--- config.mk ---
export PLATFORM = sky130hd
export DESIGN_NAME = send_reg_axis_flat
export DESIGN_NICKNAME = d
export VERILOG_FILES = /design/src/rtl/send_reg_axis_pkg.sv /design/src/rtl/send_reg_axis_if.sv /design/src/rtl/send_reg_axis_tick.sv /design/src/rtl/send_reg_axis.sv /design/src/flat_wrapper.sv
export SDC_FILE = /design/constraint.sdc
export NUM_CORES = 1
export LEC_CHECK = 0
export BUFFER_PORTS_ARGS = -buffer_cell sky130_fd_sc_hd__clkbuf_2
export CORE_MARGIN = 5
export CORE_UTILIZATION = 56
export CTS_CLUSTER_SIZE = 12
export DETAILED_ROUTE_END_ITERATION = 8
export GPL_TIMING_DRIVEN = 1
export PLACE_DENSITY = 0.79
export SLEW_MARGIN = 20
export SYNTH_ARGS = -nofsm -noshare
export SYNTH_HDL_FRONTEND = slang
export SYNTH_HIERARCHICAL = 1
export SYNTH_SLANG_ARGS = --single-unit
export TNS_END_PERCENT = 5
--- constraint.sdc ---
create_clock -name i_clk -period 2.85 [get_ports i_clk]
set_input_delay 0.57 -clock i_clk [delete_from_list [all_inputs] [get_ports i_clk]]
set_output_delay 0.57 -clock i_clk [all_outputs]
set_load 0.005 [all_outputs]
--- src/rtl/send_reg_axis_pkg.sv ---
// Shared types and sizing helpers for the send_reg_axis serialiser.
// States, plus the counter-width function used by the divider and bit counter.
package send_reg_axis_pkg;

    typedef enum logic [1:0] {
        IDLE = 2'd0,
        LOW  = 2'd1,
        HIGH = 2'd2
    } state_e;

    // A counter that only ever holds 0 still needs one bit.
    function automatic int cnt_width(input int n);
        return (n < 2) ? 1 : $clog2(n);
    endfunction

endpackage

--- src/rtl/send_reg_axis_if.sv ---
// AXI-Stream style word handshake into the LED serialiser.
// master drives data/valid, slave returns ready.
interface send_reg_axis_if #(
    parameter int DATA_WIDTH = 32
) ();

    logic [DATA_WIDTH-1:0] s_axis_data;
    logic                  s_axis_tvalid;
    logic                  s_axis_tready;

    modport master (
        output s_axis_data,
        output s_axis_tvalid,
        input  s_axis_tready
    );

    modport slave (
        input  s_axis_data,
        input  s_axis_tvalid,
        output s_axis_tready
    );

endinterface

--- src/rtl/send_reg_axis_tick.sv ---
// Half-period divider: pulses tick_o on the last of every CLK_DIV enabled cycles.
// Latency: combinational pulse from the registered count; no backpressure.
module send_reg_axis_tick
    import send_reg_axis_pkg::*;
#(
    parameter int CLK_DIV = 120
) (
    input  logic i_clk,
    input  logic i_reset,
    input  logic en_i,
    input  logic clr_i,
    output logic tick_o
);

    localparam int            CW   = cnt_width(CLK_DIV);
    localparam logic [CW-1:0] LAST = CW'(CLK_DIV - 1);

    logic [CW-1:0] div_cnt_q;
    logic [CW-1:0] div_cnt_d;

    assign tick_o = en_i && (div_cnt_q == LAST);

    always_comb begin
        div_cnt_d = div_cnt_q;
        if (clr_i) begin
            div_cnt_d = '0;
        end else if (en_i) begin
            div_cnt_d = (div_cnt_q == LAST) ? '0 : div_cnt_q + CW'(1);
        end
    end

    always_ff @(posedge i_clk or negedge i_reset) begin
        if (!i_reset) begin
            div_cnt_q <= '0;
        end else begin
            div_cnt_q <= div_cnt_d;
        end
    end

endmodule

--- src/rtl/send_reg_axis.sv ---
// Shifts one stream word out on an APA102-style clock/data pair (MSB-first, LSB-first with SEND_REG_AXIS_LSB_FIRST_EN).
// Latency: first LOW cycle follows accept; word takes 2*CLK_DIV*DATA_WIDTH cycles. Backpressure: tready low while busy.
module send_reg_axis
    import send_reg_axis_pkg::*;
#(
    parameter int DATA_WIDTH = 32,
    parameter int CLK_DIV    = 120
) (
    input  logic                i_clk,
    input  logic                i_reset,
    send_reg_axis_if.slave      s_axis,
    output logic                o_led_clk,
    output logic                o_led_data
);

    localparam int BW = cnt_width(DATA_WIDTH);

    state_e                state_q,   state_d;
    logic [DATA_WIDTH-1:0] shift_q,   shift_d;
    logic [BW-1:0]         bit_cnt_q, bit_cnt_d;
    logic                  tready_q,  tready_d;
    logic                  led_clk_q, led_clk_d;

    logic                  accept;
    logic                  tick;
    logic                  tick_en;
    logic [DATA_WIDTH-1:0] shifted;

    assign accept  = s_axis.s_axis_tvalid && tready_q;
    assign tick_en = (state_q != IDLE);

    // The shift register doubles as the data output flop; it is zeroed when idle.
`ifdef SEND_REG_AXIS_LSB_FIRST_EN
    assign shifted    = {1'b0, shift_q[DATA_WIDTH-1:1]};
    assign o_led_data = shift_q[0];
`else
    assign shifted    = {shift_q[DATA_WIDTH-2:0], 1'b0};
    assign o_led_data = shift_q[DATA_WIDTH-1];
`endif

    assign s_axis.s_axis_tready = tready_q;
    assign o_led_clk            = led_clk_q;

    send_reg_axis_tick #(
        .CLK_DIV (CLK_DIV)
    ) u_tick (
        .i_clk   (i_clk),
        .i_reset (i_reset),
        .en_i    (tick_en),
        .clr_i   (accept),
        .tick_o  (tick)
    );

    always_comb begin
        state_d   = state_q;
        shift_d   = shift_q;
        bit_cnt_d = bit_cnt_q;
        tready_d  = tready_q;
        led_clk_d = led_clk_q;
        case (state_q)
            IDLE: begin
                if (accept) begin
                    shift_d   = s_axis.s_axis_data;
                    bit_cnt_d = BW'(DATA_WIDTH - 1);
                    tready_d  = 1'b0;
                    led_clk_d = 1'b0;
                    state_d   = LOW;
                end
            end
            LOW: begin
                if (tick) begin
                    led_clk_d = 1'b1;
                    state_d   = HIGH;
                end
            end
            HIGH: begin
                if (tick) begin
                    led_clk_d = 1'b0;
                    if (bit_cnt_q == '0) begin
                        shift_d  = '0;
                        tready_d = 1'b1;
                        state_d  = IDLE;
                    end else begin
                        shift_d   = shifted;
                        bit_cnt_d = bit_cnt_q - BW'(1);
                        state_d   = LOW;
                    end
                end
            end
            default: begin
                shift_d   = '0;
                tready_d  = 1'b1;
                led_clk_d = 1'b0;
                state_d   = IDLE;
            end
        endcase
    end

    always_ff @(posedge i_clk or negedge i_reset) begin
        if (!i_reset) begin
            state_q   <= IDLE;
            shift_q   <= '0;
            bit_cnt_q <= '0;
            tready_q  <= 1'b1;
            led_clk_q <= 1'b0;
        end else begin
            state_q   <= state_d;
            shift_q   <= shift_d;
            bit_cnt_q <= bit_cnt_d;
            tready_q  <= tready_d;
            led_clk_q <= led_clk_d;
        end
    end

endmodule

--- src/flat_wrapper.sv ---
// flat-port wrapper written by rule: the top's interface ports become plain ports
module send_reg_axis_flat import send_reg_axis_pkg::*;
#(
    parameter int DATA_WIDTH = 32,
    parameter int CLK_DIV    = 120
)
  (i_clk, i_reset, o_led_clk, o_led_data, s_axis_s_axis_data, s_axis_s_axis_tvalid, s_axis_s_axis_tready);
  send_reg_axis_if #(.DATA_WIDTH(DATA_WIDTH)) s_axis_i ();
  input  logic i_clk;
  input  logic i_reset;
  output logic o_led_clk;
  output logic o_led_data;
  input wire logic [$bits(s_axis_i.s_axis_data)-1:0] s_axis_s_axis_data;
  input wire logic [$bits(s_axis_i.s_axis_tvalid)-1:0] s_axis_s_axis_tvalid;
  output wire logic [$bits(s_axis_i.s_axis_tready)-1:0] s_axis_s_axis_tready;
  assign s_axis_i.s_axis_data = s_axis_s_axis_data;
  assign s_axis_i.s_axis_tvalid = s_axis_s_axis_tvalid;
  assign s_axis_s_axis_tready = s_axis_i.s_axis_tready;
  send_reg_axis #(.DATA_WIDTH(DATA_WIDTH), .CLK_DIV(CLK_DIV)) u_core (.i_clk(i_clk), .i_reset(i_reset), .s_axis(s_axis_i), .o_led_clk(o_led_clk), .o_led_data(o_led_data));
endmodule
=== Word level (Yosys, flattened, before mapping) ===
Index checks and enable logic that the tools add are counted.

* Bits in registers: 48
* Bits in latches: 0
* Bits in writable memories: 0
* Memory bits (read-only): 0
* Input port bits: 35
* Word-level logic and storage cells: 51
* Memories: 0

* $add $sub $neg: 2
* Multiply operators: 0
* Div/mod/pow operators: 0
* Order comparisons: 0
* Equality and inequality tests: 8
* Shift operators: 0
* Muxes and demuxes: 23
* Bitwise operators: 1
* Reduce and logical (&&, ||, !) cells: 11

{| class="wikitable"
|+ Operators by type and width
! cell !! count
|-
| 2-to-1 mux 32 bit || 3
|-
| case mux 32 bit (3 select lines) || 1
|-
| 2-to-1 mux 7 bit || 3
|-
| 2-to-1 mux 5 bit || 3
|-
| case mux 5 bit (2 select lines) || 1
|-
| != test 2 x 1 -> 1 bit, second input constant || 4
|-
| AND reduction 4 bit || 2
|-
| adder 7 x 1 -> 7 bit, second input constant || 1
|-
| == test 7 bit, second input constant || 1
|-
| 2-to-1 mux 1 bit || 6
|-
| 2-to-1 mux 2 bit || 3
|-
| case mux 1 bit (3 select lines) || 2
|-
| case mux 2 bit (3 select lines) || 1
|-
| AND reduction 3 bit || 2
|-
| nonzero test 2 bit || 3
|-
| zero test 5 bit || 1
|-
| subtractor 5 x 1 -> 5 bit, second input constant || 1
|-
| == test 2 x 1 -> 1 bit, second input constant || 1
|-
| == test 2 bit, second input constant || 1
|-
| logical AND 1 bit || 2
|-
| zero test 2 bit || 1
|-
| != test 2 bit, second input constant || 1
|-
| NOT 1 bit || 1
|}

=== Logic depth before layout (Yosys ltp) ===
Gate-level depths: netlist (run 1).

* Depth in word-level cells: 4
* Mapped depth: 12
* Depth with buffers taken out: 7

=== Hierarchy ===
The synthesis (run 1) kept the hierarchy.

{| class="wikitable"
|+ Modules (own cells, without submodules)
! module !! times used !! cells each !! area an instance (um2)
|-
| send_reg_axis || 1 || 169 || 1,959.4
|-
| send_reg_axis_tick || 1 || 44 || 424.2
|}

=== Worst setup path after synthesis (run 1) ===
Ideal clock, no wire load.

* Path kind: flip-flop to flip-flop
* Start point: register u_core.state_q[0]
* End point: register u_core.shift_q[10]
* Arrival: 2.256 ns
* Data required time: 2.772 ns
* Setup slack: 0.515 ns
* Stages on the path, launching flop included: 12
* Path buffers: 5
* Cells stage by stage: dfrtp_1 > clkbuf_1 > nor2_1 > buf_2 > inv_1 > buf_4 > inv_1 > nor3_1 > clkbuf_1 > o22ai_1 > clkbuf_1 > o2bb2ai_1

* Cells in the longest elaborated chain, start to end: 4
* Elaborated cells between the ends (all ways): 10
* Those cells by class: eq/ne (4); mux (1); bitwise (1); reduce/logical (4)

{| class="wikitable"
|+ Ends and longest elaborated chain
! item !! line !! RTL
|-
| start: declaration || send_reg_axis.sv:18 || <nowiki>state_e state_q, state_d;</nowiki>
|-
| start signal: assignment || send_reg_axis.sv:107 || <nowiki>state_q <= state_d;</nowiki>
|-
| nonzero test 2 bit || send_reg_axis.sv:30 || <nowiki>assign tick_en = (state_q != IDLE);</nowiki>
|-
| named net u_core.tick_en || send_reg_axis.sv:26 || <nowiki>logic tick_en;</nowiki>
|-
| logical AND 1 bit || send_reg_axis_tick.sv:21 || <nowiki>assign tick_o = en_i && (div_cnt_q == LAST);</nowiki>
|-
| named net u_core.tick || send_reg_axis.sv:25 || <nowiki>logic tick;</nowiki>
|-
| != test 2 x 1 -> 1 bit (no source line) || n/a ||
|-
| AND reduction 3 bit (no source line) || n/a ||
|-
| end signal: assignment || send_reg_axis.sv:108 || <nowiki>shift_q <= shift_d;</nowiki>
|-
| end: declaration || send_reg_axis.sv:19 || <nowiki>logic [DATA_WIDTH-1:0] shift_q, shift_d;</nowiki>
|}

The timed path passes the listed nets, and every way through them passes these cells.
A chain may end at the register's enable or synchronous reset.

=== Worst setup path in the final report (run 1) ===
* Start point: register u_core.state_q[0]
* End point: register u_core.shift_q[2]

The elaborated chain is that of the path after synthesis.

==> results_dict.tcl, run 1 <==
set metrics [dict create \
    outcome "complete, no violations" \
    power.density_nw_per_um2 453.5 \
    vdd_drop_max_mv 0.4297 \
    cts_resized 0 \
    multi_input_area_um2 1069 \
    hold_buffers 0 \
    yosysTopAreaCellShare_pct 48.29 \
    cp.required_ns 3.07 \
    setup_viol 0 \
    placed_area_um2 2572 \
    slew_headroom_pct 33.00 \
    ys_ff_latch 47 \
    drt.antenna.violating_nets 0 \
    slew_viol_final 0 \
    io_buffers 37 \
    fmax_mhz 424.7 \
    seq_area_um2 1177 \
    viasPerCell 6.486 \
    firstDrtPassIters 4 \
    clkTransAtPathRegs_ns 0.09 \
    tns_ns 0 \
    arrival_ns 2.57 \
    yosys_warnings 6 \
    synth_cell_types 46 \
    nets 278 \
    postSynthAreaPerCell_um2 11.19 \
    netlist_instances 213 \
    pin_count 38 \
    drt_iter0_drc 174 \
    vias 1894 \
    cts_root_buf "clkbuf_8" \
    track_usage_pct 19.83 \
    drive_gt1_share_pct 25.21 \
    grt_overflow 0 \
    worstMarginPinSlew_ns 1.005 \
    clock_skew_ns 0.01036 \
    ys_top_cells_by_count "dfrtp_1, o2bb2ai_1, a32oi_1, clkbuf_1, a21oi_1" \
    synth_seq_area_share_pct 49.40 \
    power.leakage_nw 1.159 \
    coreArea_um2 4058 \
    fin_crit_sh_pct 82.62 \
    maxCapViolations 0 \
    hold_class "in2async" \
    rsz0062_at_grt "false" \
    ys_async_sr_fraction_pct 100.0 \
    start_util_pct 58.74 \
    rows 23 \
    cts_sinks 47 \
    h-tree-depth 2 \
    finalCriticalPeriod_ns 2.355 \
    synthToLayoutAreaGrowth_pct 13.02 \
    post_cts.repair.setup_buffers 0 \
    syn-num-nets 250 \
    grt_pass1_vias 1877 \
    syn_area_um2 2384 \
    wirelength_mm 5.146 \
    tritoncts "yes" \
    diodes 0 \
    netlist_top_cells_area "dfrtp_1, o2bb2ai_1, a32oi_1" \
    grt_pass1_wl_mm 8.542 \
    clock_latency_ns 0.30 \
    die_w_um 75.24 \
    critical_path_class "reg2reg" \
    place.detailed.hpwl_mm 3.410 \
    ys.flop_type "dfrtp_1" \
    dieArea_um2 5661 \
    antenna_found_initial 0 \
    clk_path_buf_depth 2 \
    nFillCells 312 \
    hold_viol 0 \
    cts_buffers 5 \
    drt-wirelength-per-cell_um 17.62 \
    synth_top_area_cell "dfrtp_1" \
    cp-start-kind "flop" \
    endpoint_kind "flop" \
    yosysMostFrequentCell "dfrtp_1" \
    synth_enable_flop_cells 0 \
    path_max_fanout 17 \
    gp_congestion 0.7897 \
    design_area_um2 2694 \
    grt_max_degree 34 \
    die_h_um 75.24 \
    drc 0 \
]
==> path summary, 6_finish.rpt <==
check | startpoint | cells past startpoint | slack, ns | to
setup / recovery | u_core/state_q[0]$_DFFE_PN0P_ | 8 | 0.50 | u_core/shift_q[2]$_DFFE_PN0P_
hold / removal | i_reset | 1 | 0.19 | u_core/shift_q[25]$_DFFE_PN0P_
setup reg to reg | u_core/state_q[0]$_DFFE_PN0P_ | 8 | 0.50 | u_core/shift_q[2]$_DFFE_PN0P_
hold reg to reg | u_core/shift_q[24]$_DFFE_PN0P_ | 1 | 0.49 | u_core/shift_q[24]$_DFFE_PN0P_
max in group asynchronous | i_reset | 2 | 2.05 | u_core/shift_q[13]$_DFFE_PN0P_
min in group i_clk | u_core/shift_q[24]$_DFFE_PN0P_ | 1 | 0.49 | u_core/shift_q[24]$_DFFE_PN0P_
==> registers in the layout (all words and copies together) (netlist names) <==
signal and cells:
u_core/bit_cnt_q 5, u_core/state_q 2, u_core/u_tick/div_cnt_q 7, u_core/s_axis.s_axis_tready 1
u_core/shift_q 32
==> layout by cell type, fill, tap and decap left out, drive strengths merged, types with 2 or more instances in the layout <==
| cell | count |
|---|---|
| o22ai | 2 |
| nor2 | 7 |
| o2bb2ai | 32 |
| nor2b | 4 |
| nand2 | 6 |
| o211ai | 2 |
| and3 | 2 |
| or4b | 2 |
| mux2i | 4 |
| nand2b | 3 |
| a21oi | 10 |
| clkbuf | 43 |
| dfrtp | 46 |
| inv | 8 |
| buf | 7 |
| nor3b | 2 |
| a21o | 2 |
| nand3b | 2 |
| a32oi | 31 |
| ha | 2 |
| o21ai | 3 |
| nor3 | 2 |
==> worst max-delay path: stages, from the launching register on <==
cell and delay (ns):
dfrtp_1 0.51, nor2_2 0.15, inv_1 0.15, inv_1 0.16
nor3_1 0.08, buf_4 0.16, o22ai_2 0.57, buf_4 0.35
o2bb2ai_1 0.15
==> final cells by class <==
cell class                      instances  share of cell area (%)
Clock inverter                          2                   1.440
Sequential cell                        47                   43.71
Tap cell                               50                   2.322
Clock buffer                            6                   3.065
Multi-Input combinational cell        136                   39.67
Timing Repair Buffer                   44                   8.825
Inverter                                7                  0.9754
==> metal layers <==
layer	track usage, %	part of all wire [%]
met1	27.61	46
met2	31.04	46
met3	3.338	6.0
met4	7.961	1.5
met5	0	0
==> cell families (layout without fill, tap and decap cells) <==
family                   Yosys count  in the layout  synth area share [%]
buffers and inverters             30             59                 6.247
AO/OA/AOI/OAI                     89             89                 30.03
AND/OR/NAND/NOR                   39             39                 10.87
XOR/XNOR                           2              2                0.7350
adder cells (fa/ha/maj)            2              2                 1.050
multiplexers                       4              4                 1.680
flip-flops                        47             47                 49.40
==> per-stage QoR <==
stage | setup slack [ns] | hold WS, ns | power, mW | utilization [%] | instances
CTS | 0.5447 | 0.1960 | 1.231 | 66.39 | 292
detailed placement | 0.5452 | 0.4769 | 0.7234 | 63.40 | 284
global route | 0.3035 | 0.2124 | 1.264 | 66.39 | 292
global placement | 0.5963 | 0.4705 | 0.7228 | 63.40 | 284
finish | 0.4954 | 0.1872 | 1.222 | 66.39 | 292
floorplan | 0.5154 | 0.2744 | 0.6831 | - | 213
==> power breakdown <==
part	internal, mW	switching (mW)	total (mW)	leakage [nW]
logic	0.0199	0.0214	0.0413	0.483
registers	0.667	0.000346	0.667	0.615
clock network	0.289	0.225	0.513	0.0618
Note: power is estimated with default switching activity, not from simulation.
==> inputs of run 2 (changes only) <==
--- a/config.mk
+++ b/config.mk
@@ -7,11 +7,11 @@
 export LEC_CHECK = 0
 export BUFFER_PORTS_ARGS = -buffer_cell sky130_fd_sc_hd__clkbuf_2
 export CORE_MARGIN = 5
-export CORE_UTILIZATION = 56
+export CORE_UTILIZATION = 50
 export CTS_CLUSTER_SIZE = 12
 export DETAILED_ROUTE_END_ITERATION = 8
 export GPL_TIMING_DRIVEN = 1
-export PLACE_DENSITY = 0.79
+export PLACE_DENSITY = 0.75
 export SLEW_MARGIN = 20
 export SYNTH_ARGS = -nofsm -noshare
 export SYNTH_HDL_FRONTEND = slang
==> constraint.sdc (replaced) <==
create_clock -name i_clk -period 2.1 [get_ports i_clk]
set_input_delay 0.42 -clock i_clk [delete_from_list [all_inputs] [get_ports i_clk]]
set_output_delay 0.42 -clock i_clk [all_outputs]
set_load 0.005 [all_outputs]
==> results_dict.tcl, run 2 (synthesis gave the netlist of run 1 again) <==
set metrics [dict create \
    io_buffers 37 \
    die_w_um 79.05 \
    endpoint_kind "flop" \
    ff2ff_setup_slack_ns 0.17 \
    cts_sinks 47 \
    nFillCells 392 \
    start_util_pct 51.14 \
    grt_max_degree 48 \
    pin_count 38 \
    dieArea_um2 6248 \
    fin_crit_sh_pct 91.85 \
    setup_viol 0 \
    placed_area_um2 2623 \
    cp-start-kind "flop" \
    path_max_fanout 8 \
    nets 284 \
    clock_latency_ns 0.30 \
    finalCriticalPeriod_ns 1.929 \
    final_cell_mix "dfrtp_1, clkbuf_2, o2bb2ai_1" \
    regMostFlops "u_core/shift_q" \
    gp_congestion 0.8327 \
    synthToLayoutAreaGrowth_pct 14.49 \
    reg.largest.list "u_core/shift_q x32, u_core/u_tick/div_cnt_q x7, u_core/bit_cnt_q x5" \
    hold_buffers 0 \
    largest_reg_flops 32 \
    post_cts.repair.setup_buffers 0 \
    clock_skew_ns 0.01027 \
    place.detailed.hpwl_mm 3.341 \
    maxCapViolations 0 \
    h-tree-depth 2 \
    tritoncts "yes" \
    drc 0 \
    grt_overflow 0 \
    slew_headroom_pct 60.09 \
    clkTransAtPathRegs_ns 0.09 \
    worstMarginPinSlew_ns 0.5987 \
    track_usage_pct 17.97 \
    die_h_um 79.05 \
    outcome "complete, no violations" \
    viasPerCell 6.282 \
    r2r_cells 7 \
    timing.rr.end "u_core/bit_cnt_q[2]$_DFFE_PN0P_" \
    vias 1891 \
    vdd_drop_max_mv 0.3661 \
    hold_class "in2async" \
    drt_iter0_drc 204 \
    top_layer_used "met4" \
    firstDrtPassIters 4 \
    p_total_mw 1.604 \
    arrival_ns 2.14 \
    cts_buffers 5 \
    cp-startpoint "u_core/u_tick/div_cnt_q[0]$_DFFE_PN0P_" \
    rows 25 \
    met2_length_mm 2.492 \
    tns_ns 0 \
    seq_area_um2 1177 \
    hold_viol 0 \
    whs_ns 0.1961 \
    multi_input_area_um2 1069 \
    coreArea_um2 4661 \
    cts_resized 0 \
    rr_startpoint "u_core/u_tick/div_cnt_q[0]$_DFFE_PN0P_" \
    rsz0062_at_grt "false" \
    cp.required_ns 2.32 \
    drt-wirelength-per-cell_um 17.51 \
    cts_root_buf "clkbuf_8" \
    wirelength_mm 5.271 \
    route.met3.wl_um 240 \
    design_area_um2 2729 \
    clk_path_buf_depth 2 \
    drt.antenna.violating_nets 0 \
    drive_gt1_share_pct 26.72 \
    grt_pass1_wl_mm 8.963 \
    slew_viol_final 0 \
    diodes 0 \
    final_common_cell "dfrtp_1" \
    critical_path_class "reg2reg" \
    met1_length_mm 2.484 \
    grt_pass1_vias 1871 \
    power.density_nw_per_um2 587.6 \
    antenna_found_initial 0 \
    fmax_mhz 518.5 \
    power.leakage_nw 1.173 \
]
-- run 2: cell count changes in the layout (fill, tap and decap cells not counted), sizes merged --
cell      delta
clkinvlp     +1
buf          +6
clkbuf       -1
inv          -1
-- run 2: worst max-delay path, stage by stage (launching register included) --
cell      delay (ns)
dfrtp_1         0.39
ha_1            0.25
nand4_4         0.15
nor3_1          0.20
buf_4           0.18
nand3b_1        0.10
or4b_1          0.47
o211ai_1        0.10
-- run 2: report_power, final --
group          internal [mW]  switching, mW  leakage (nW)
combinational         0.0258         0.0281         0.508
clock                  0.348          0.296        0.0502
sequential             0.905       0.000530         0.615
-- run 2: worst max-delay path by stage --
stage / endpoint / depth (start not counted)
after floorplan: u_core/shift_q[10]$_DFFE_PN0P_ / 11
after global placement: u_core/bit_cnt_q[2]$_DFFE_PN0P_ / 7
after detailed placement: u_core/bit_cnt_q[2]$_DFFE_PN0P_ / 7
after CTS: u_core/bit_cnt_q[2]$_DFFE_PN0P_ / 7
after global routing: u_core/bit_cnt_q[2]$_DFFE_PN0P_ / 7
final: u_core/bit_cnt_q[2]$_DFFE_PN0P_ / 7
-- run 2: final cells by class --
cell class,instances,area share (%)
clock buffer,5,2.522
clock inverter,2,1.376
inverter,7,0.9629
multi-input combinational,136,39.16
sequential,47,43.15
tap,54,2.476
timing repair buffer,50,10.36
-- run 2: per-stage QoR --
stage	util, %	setup WS (ns)	instances
after global placement	56.27	0.2592	294
after global routing	58.55	0.03714	301
after CTS	58.55	0.1649	301
after floorplan	-	-0.01267	213
final	58.55	0.1712	301
after detailed placement	56.27	0.1938	294
-- run 2: metal layers --
metal	track usage (%)	vias to the layer above
li1	-	917
met2	28.28	46
met5	0	-
met3	3.288	7
met4	6.529	0
met1	24.85	921
